$ cat src/rtl/riscv_wb_arbiter.sv
// Write-back arbiter: merges EX, LSU and buffered APU results onto the register file's two
// write ports, and flags source registers whose write has not yet landed.
module riscv_wb_arbiter #(
  parameter int unsigned ADDR_WIDTH     = 6,
  parameter int unsigned DATA_WIDTH     = 32,
  parameter int unsigned APU_FIFO_DEPTH = 2
) (
  input  logic                  clk,
  input  logic                  rst_n,

  input  logic                  ex_valid_i,
  input  logic [ADDR_WIDTH-1:0] ex_waddr_i,
  input  logic [DATA_WIDTH-1:0] ex_wdata_i,

  input  logic                  lsu_valid_i,
  input  logic [ADDR_WIDTH-1:0] lsu_waddr_i,
  input  logic [DATA_WIDTH-1:0] lsu_wdata_i,

  input  logic                  apu_valid_i,
  output logic                  apu_ready_o,
  input  logic [ADDR_WIDTH-1:0] apu_waddr_i,
  input  logic [DATA_WIDTH-1:0] apu_wdata_i,

  output logic [ADDR_WIDTH-1:0] waddr_a_o,
  output logic [DATA_WIDTH-1:0] wdata_a_o,
  output logic                  we_a_o,

  output logic [ADDR_WIDTH-1:0] waddr_b_o,
  output logic [DATA_WIDTH-1:0] wdata_b_o,
  output logic                  we_b_o,

  input  logic [ADDR_WIDTH-1:0] hazard_raddr_i,
  output logic                  hazard_o,
  output logic                  apu_fifo_empty_o
);

  localparam int unsigned PtrW = $clog2(APU_FIFO_DEPTH);
  localparam int unsigned CntW = PtrW + 1;
  localparam logic [CntW-1:0] FullCnt = CntW'(APU_FIFO_DEPTH);

  if (APU_FIFO_DEPTH < 2 || (APU_FIFO_DEPTH & (APU_FIFO_DEPTH - 1)) != 0) begin : g_bad_depth
    $error("APU_FIFO_DEPTH must be a power of two and at least 2");
  end

  // APU result buffer
  logic [ADDR_WIDTH-1:0] r_fifo_addr [APU_FIFO_DEPTH];
  logic [DATA_WIDTH-1:0] r_fifo_data [APU_FIFO_DEPTH];
  logic [PtrW-1:0]       r_rd_ptr;
  logic [PtrW-1:0]       r_wr_ptr;
  logic [CntW-1:0]       r_count;

  // Registered write ports
  logic                  r_we_a;
  logic [ADDR_WIDTH-1:0] r_waddr_a;
  logic [DATA_WIDTH-1:0] r_wdata_a;
  logic                  r_we_b;
  logic [ADDR_WIDTH-1:0] r_waddr_b;
  logic [DATA_WIDTH-1:0] r_wdata_b;

  logic                  w_head_valid;
  logic                  w_pop_a;
  logic                  w_pop_b;
  logic                  w_pop;
  logic                  w_push;
  logic                  w_apu_ready;
  logic [ADDR_WIDTH-1:0] w_head_addr;
  logic [DATA_WIDTH-1:0] w_head_data;
  logic                  w_fifo_hit;
  logic [PtrW-1:0]       w_scan_idx;

  assign w_head_valid = (r_count != '0);
  assign w_head_addr  = r_fifo_addr[r_rd_ptr];
  assign w_head_data  = r_fifo_data[r_rd_ptr];

  // Port B is preferred for draining; port A only takes the head when LSU owns port B.
  assign w_pop_b = w_head_valid && !lsu_valid_i;
  assign w_pop_a = w_head_valid && lsu_valid_i && !ex_valid_i;
  assign w_pop   = w_pop_a || w_pop_b;

  // Ready depends on registered occupancy only; x0 results are accepted but dropped.
  assign w_apu_ready = (r_count != FullCnt);
  assign w_push      = apu_valid_i && w_apu_ready && (apu_waddr_i != '0);

  always_ff @(posedge clk or negedge rst_n) begin
    if (!rst_n) begin
      r_rd_ptr <= '0;
      r_wr_ptr <= '0;
      r_count  <= '0;
    end else begin
      if (w_push) r_wr_ptr <= r_wr_ptr + PtrW'(1);
      if (w_pop)  r_rd_ptr <= r_rd_ptr + PtrW'(1);
      unique case ({w_push, w_pop})
        2'b10:   r_count <= r_count + CntW'(1);
        2'b01:   r_count <= r_count - CntW'(1);
        default: r_count <= r_count;
      endcase
    end
  end

  // Storage needs no reset: validity is tracked by the pointers and count.
  always_ff @(posedge clk) begin
    if (w_push) begin
      r_fifo_addr[r_wr_ptr] <= apu_waddr_i;
      r_fifo_data[r_wr_ptr] <= apu_wdata_i;
    end
  end

  always_ff @(posedge clk or negedge rst_n) begin
    if (!rst_n) begin
      r_we_a    <= 1'b0;
      r_waddr_a <= '0;
      r_wdata_a <= '0;
      r_we_b    <= 1'b0;
      r_waddr_b <= '0;
      r_wdata_b <= '0;
    end else begin
      if (ex_valid_i) begin
        r_we_a    <= (ex_waddr_i != '0);
        r_waddr_a <= ex_waddr_i;
        r_wdata_a <= ex_wdata_i;
      end else if (w_pop_a) begin
        r_we_a    <= 1'b1;
        r_waddr_a <= w_head_addr;
        r_wdata_a <= w_head_data;
      end else begin
        r_we_a    <= 1'b0;
      end

      if (lsu_valid_i) begin
        r_we_b    <= (lsu_waddr_i != '0);
        r_waddr_b <= lsu_waddr_i;
        r_wdata_b <= lsu_wdata_i;
      end else if (w_pop_b) begin
        r_we_b    <= 1'b1;
        r_waddr_b <= w_head_addr;
        r_wdata_b <= w_head_data;
      end else begin
        r_we_b    <= 1'b0;
      end
    end
  end

  // Scan only the occupied slots, starting from the read pointer.
  always_comb begin
    w_fifo_hit = 1'b0;
    w_scan_idx = '0;
    for (int unsigned i = 0; i < APU_FIFO_DEPTH; i++) begin
      w_scan_idx = r_rd_ptr + PtrW'(i);
      if ((CntW'(i) < r_count) && (r_fifo_addr[w_scan_idx] == hazard_raddr_i)) begin
        w_fifo_hit = 1'b1;
      end
    end
  end

  assign hazard_o = (hazard_raddr_i != '0) &&
                    (w_fifo_hit ||
                     (r_we_a && (r_waddr_a == hazard_raddr_i)) ||
                     (r_we_b && (r_waddr_b == hazard_raddr_i)));

  assign apu_ready_o      = w_apu_ready;
  assign apu_fifo_empty_o = !w_head_valid;

  assign we_a_o    = r_we_a;
  assign waddr_a_o = r_waddr_a;
  assign wdata_a_o = r_wdata_a;
  assign we_b_o    = r_we_b;
  assign waddr_b_o = r_waddr_b;
  assign wdata_b_o = r_wdata_b;

endmodule

$ cat config.mk
export PLATFORM = sky130hd
export DESIGN_NAME = riscv_wb_arbiter
export DESIGN_NICKNAME = d
export VERILOG_FILES = /design/src/rtl/riscv_wb_arbiter.sv
export SDC_FILE = /design/constraint.sdc
export NUM_CORES = 1
export LEC_CHECK = 0
export BUFFER_PORTS_ARGS = -buffer_cell sky130_fd_sc_hd__buf_2
export CAP_MARGIN = 20
export CELL_PAD_IN_SITES_DETAIL_PLACEMENT = 0
export CELL_PAD_IN_SITES_GLOBAL_PLACEMENT = 1
export CORE_MARGIN = 8
export CORE_UTILIZATION = 26
export DETAILED_ROUTE_END_ITERATION = 10
export PLACE_DENSITY_LB_ADDON = 0.12
export RECOVER_POWER = 25
export SLEW_MARGIN = 20
export SYNTH_ARGS = -nofsm -noshare
export SYNTH_HDL_FRONTEND = slang
export SYNTH_SLANG_ARGS = --single-unit
$ cat constraint.sdc
create_clock -name clk -period 3.85 [get_ports clk]
set_clock_uncertainty 0.2 [all_clocks]
set_input_delay 0.77 -clock clk [delete_from_list [all_inputs] [get_ports clk]]
set_output_delay 0.77 -clock clk [all_outputs]
set_load 0.02 [all_outputs]
==> results.json <==
{
  "max_freq_ghz": 0.314,
  "synthesis.nets": 705,
  "core_um2": 26100,
  "post_cts_buffers": 0,
  "hold_start": "r_count[0]",
  "worstPathRequired_ns": 2.88,
  "drt_first_pass_iters": 4,
  "maxCapViolCount": 1,
  "rows": 59,
  "cts_hold_buf": 0,
  "antenna_found_initial": 2,
  "clkSinkCount": 158,
  "synth-edff-count": 76,
  "num_vias": 5106,
  "setup_tns_ns": 0,
  "synth.avg_cell_area_um2": 12.0,
  "tightest_slew_ns": 2.01,
  "cp_max_fo": 14,
  "finalCriticalPeriod_ns": 3.19,
  "nNetsFinal": 896,
  "vdd_drop_max_mv": 0.221,
  "rrSetupSlack_ns": 1.24,
  "start_kind": "register",
  "ys_seq_area_frac": 0.629,
  "hold_violations": 0,
  "syn_inst": 576,
  "drt_first_iter_violations": 295,
  "end_kind": "output pin",
  "violations": "max-capacitance violations, max-slew violations",
  "pin_count": 206,
  "rsz0062_at_grt": "no",
  "cts_resized": 0,
  "drc_errors": 0,
  "hp-class": "register to register",
  "powerDensity_nw_per_um2": 732,
  "fin_crit_sh": 0.828,
  "ys_seq_elements": 158,
  "tritoncts": "built",
  "globalRouteOverflowTotal": 0,
  "grt_pass1_vias": 5638,
  "async_flop_share": 0.519,
  "relSlewSlack": -0.337,
  "critPathSlowestCell": "dfrtp_2",
  "slowest_delay_ns": 0.61,
  "synth-main-ff-cell": "dfrtp_1",
  "netlist_area_um2": 6890,
  "fin_cells": 1115,
  "min_to": "r_count[0]",
  "timing.rr.start": "r_count[0]",
  "leakage_nw": 3.88,
  "die_y_um": 179,
  "wl_um": 21000,
  "rr_endpoint": "wdata_b_o[9]",
  "synth_top_cell_by_area": "edfxtp_1",
  "synth_cell_type_count": 33,
  "place_area_um2": 8300,
  "dp_hpwl_um": 15800,
  "groute.usage.overall": 0.133,
  "area_growth_pct": 28.6,
  "placed_cells": 1083,
  "root_buffer": "clkbuf_16",
  "yosys-top-cells-area": "edfxtp_1, dfrtp_1, mux2i_1, nor2_1, a211oi_1",
  "dieArea_um2": 32000,
  "diodes": 0,
  "clkTransAtPathRegs_ns": 0.06,
  "ys_warn_count": 0,
  "insertion_delay_ns": 0.41,
  "initial_core_util": 0.264,
  "chipWidth_um": 179,
  "arrival_ns": 2.22,
  "yosysMostFrequentCell": "dfrtp_1",
  "drive_gt1_frac": 0.305,
  "clockBufferDepth": 2,
  "synth_commonest_cells": "dfrtp_1, edfxtp_1, nor2_1",
  "ff2ff_path_depth": 7,
  "port_buffers": 205,
  "grt_max_degree": 79,
  "antenna_left": 0,
  "design_area_um2": 8860,
  "holdPathStages": 1,
  "wl_per_cell_um": 18.8,
  "finalSetupViolations": 0,
  "numCtsBuffers": 17,
  "viasPerCell": 4.58,
  "cts_htree_levels": 4,
  "cp_cell_sequence": "mux2i_2 > xnor2_1 > nor4_1 > nand4_1 > a21oi_1 > buf_2",
  "grt_pass1_wl_um": 32300,
  "yosysTopAreaCellShare": 0.331,
  "finalWeightedCongestion": 0.818,
  "slew_viol_final": 73,
  "crit_type": "register to output pin",
  "outcome": "finished, violations left"
}
## layout make-up
class	instances	area [µm²]
Fill cell	2675	17200
Timing Repair Buffer	216	1130
Sequential cell	158	4340
Clock inverter	12	160
Inverter	5	18.8
Clock buffer	20	437
Multi-Input combinational cell	369	2360
Tap cell	335	419
## sequential cells by signal, indices dropped and copies added, names as in the netlist, 2 cells and up
register / flops
wdata_b_o: 32
wdata_a_o: 32
waddr_a_o: 6
r_count: 2
r_fifo_addr: 12
r_fifo_data: 64
waddr_b_o: 6
## power by group
| group | switching, mW | internal (mW) |
|---|---|---|
| registers | 0.258 | 2.24 |
| clock network | 0.710 | 1.03 |
| logic | 1.39 | 0.861 |
| total | 2.36 | 4.13 |
## critical path: cells and delay by family (launching register included)
family,cells,cell delay [ns]
xor+xnor,1,0.10
flops,1,0.61
compound gates,1,0.18
simple gates,2,0.37
mux,1,0.34
buf+inv,1,0.20
## cells by family after synthesis
kind of cell,Yosys count,synth area share
fa+ha+maj,4,0.00726
flops,158,0.629
xor+xnor,28,0.0356
compound gates,154,0.141
simple gates,132,0.0784
buf+inv,49,0.0309
mux,51,0.0775
## stage by stage
| stage | total power [mW] | hold slack, ns | utilization | worst slack [ns] |
|---|---|---|---|---|
| 2_1_floorplan | 4.05 | 0.267 | - | 0.602 |
| 3_3_place_gp | 4.80 | 0.297 | 0.316 | 1.02 |
| 3_5_place_dp | 4.86 | 0.305 | 0.318 | 1.04 |
| 4_1_cts | 6.62 | 0.309 | 0.341 | 0.635 |
| 5_1_grt | 6.92 | 0.307 | 0.340 | 0.490 |
| 6_report | 6.49 | 0.311 | 0.340 | 0.662 |
## how the worst max path moves through the flow
stage                 startpoint                end  slack [ns]  cells after the start
2_1_floorplan     apu_waddr_i[1]  r_fifo_addr[0][0]        0.60                      3
4_1_cts                 r_rd_ptr           hazard_o        0.63                      6
5_1_grt                 r_rd_ptr           hazard_o        0.49                      6
3_5_place_dp   hazard_raddr_i[1]           hazard_o        1.04                      6
3_3_place_gp   hazard_raddr_i[1]           hazard_o        1.02                      6
6_report                r_rd_ptr           hazard_o        0.66                      6
## layout by cell type, fill, tap and decap left out, types with 3 or more instances in the layout
| cell | Yosys | final |
|---|---|---|
| a211oi_1 | 32 | 32 |
| a21o_1 | 32 | 32 |
| a21oi_1 | 40 | 40 |
| buf_2 | 5 | 181 |
| buf_4 | 0 | 8 |
| bufinv_16 | 0 | 3 |
| clkbuf_1 | 34 | 26 |
| clkbuf_16 | 0 | 17 |
| clkinvlp_4 | 0 | 4 |
| dfrtp_1 | 82 | 81 |
| edfxtp_1 | 76 | 76 |
| ha_1 | 4 | 4 |
| inv_1 | 4 | 4 |
| inv_6 | 0 | 4 |
| mux2_2 | 6 | 6 |
| mux2i_1 | 43 | 43 |
| nand2_1 | 46 | 45 |
| nand4_1 | 3 | 3 |
| nor2_1 | 72 | 70 |
| o21ai_0 | 40 | 40 |
| o31ai_1 | 7 | 7 |
| or4_1 | 3 | 3 |
| xnor2_1 | 21 | 21 |
| xor2_1 | 7 | 7 |
## routing by layer
layer  GRT usage  routed length (µm)  vias up
met5           0                  26        -
li1            -                   -     2454
met3      0.0417                1280       25
met2       0.223               10300      136
met4      0.0362                 273        4
met1       0.161                9090     2487
No activity file was read; power rests on OpenSTA's default activity.
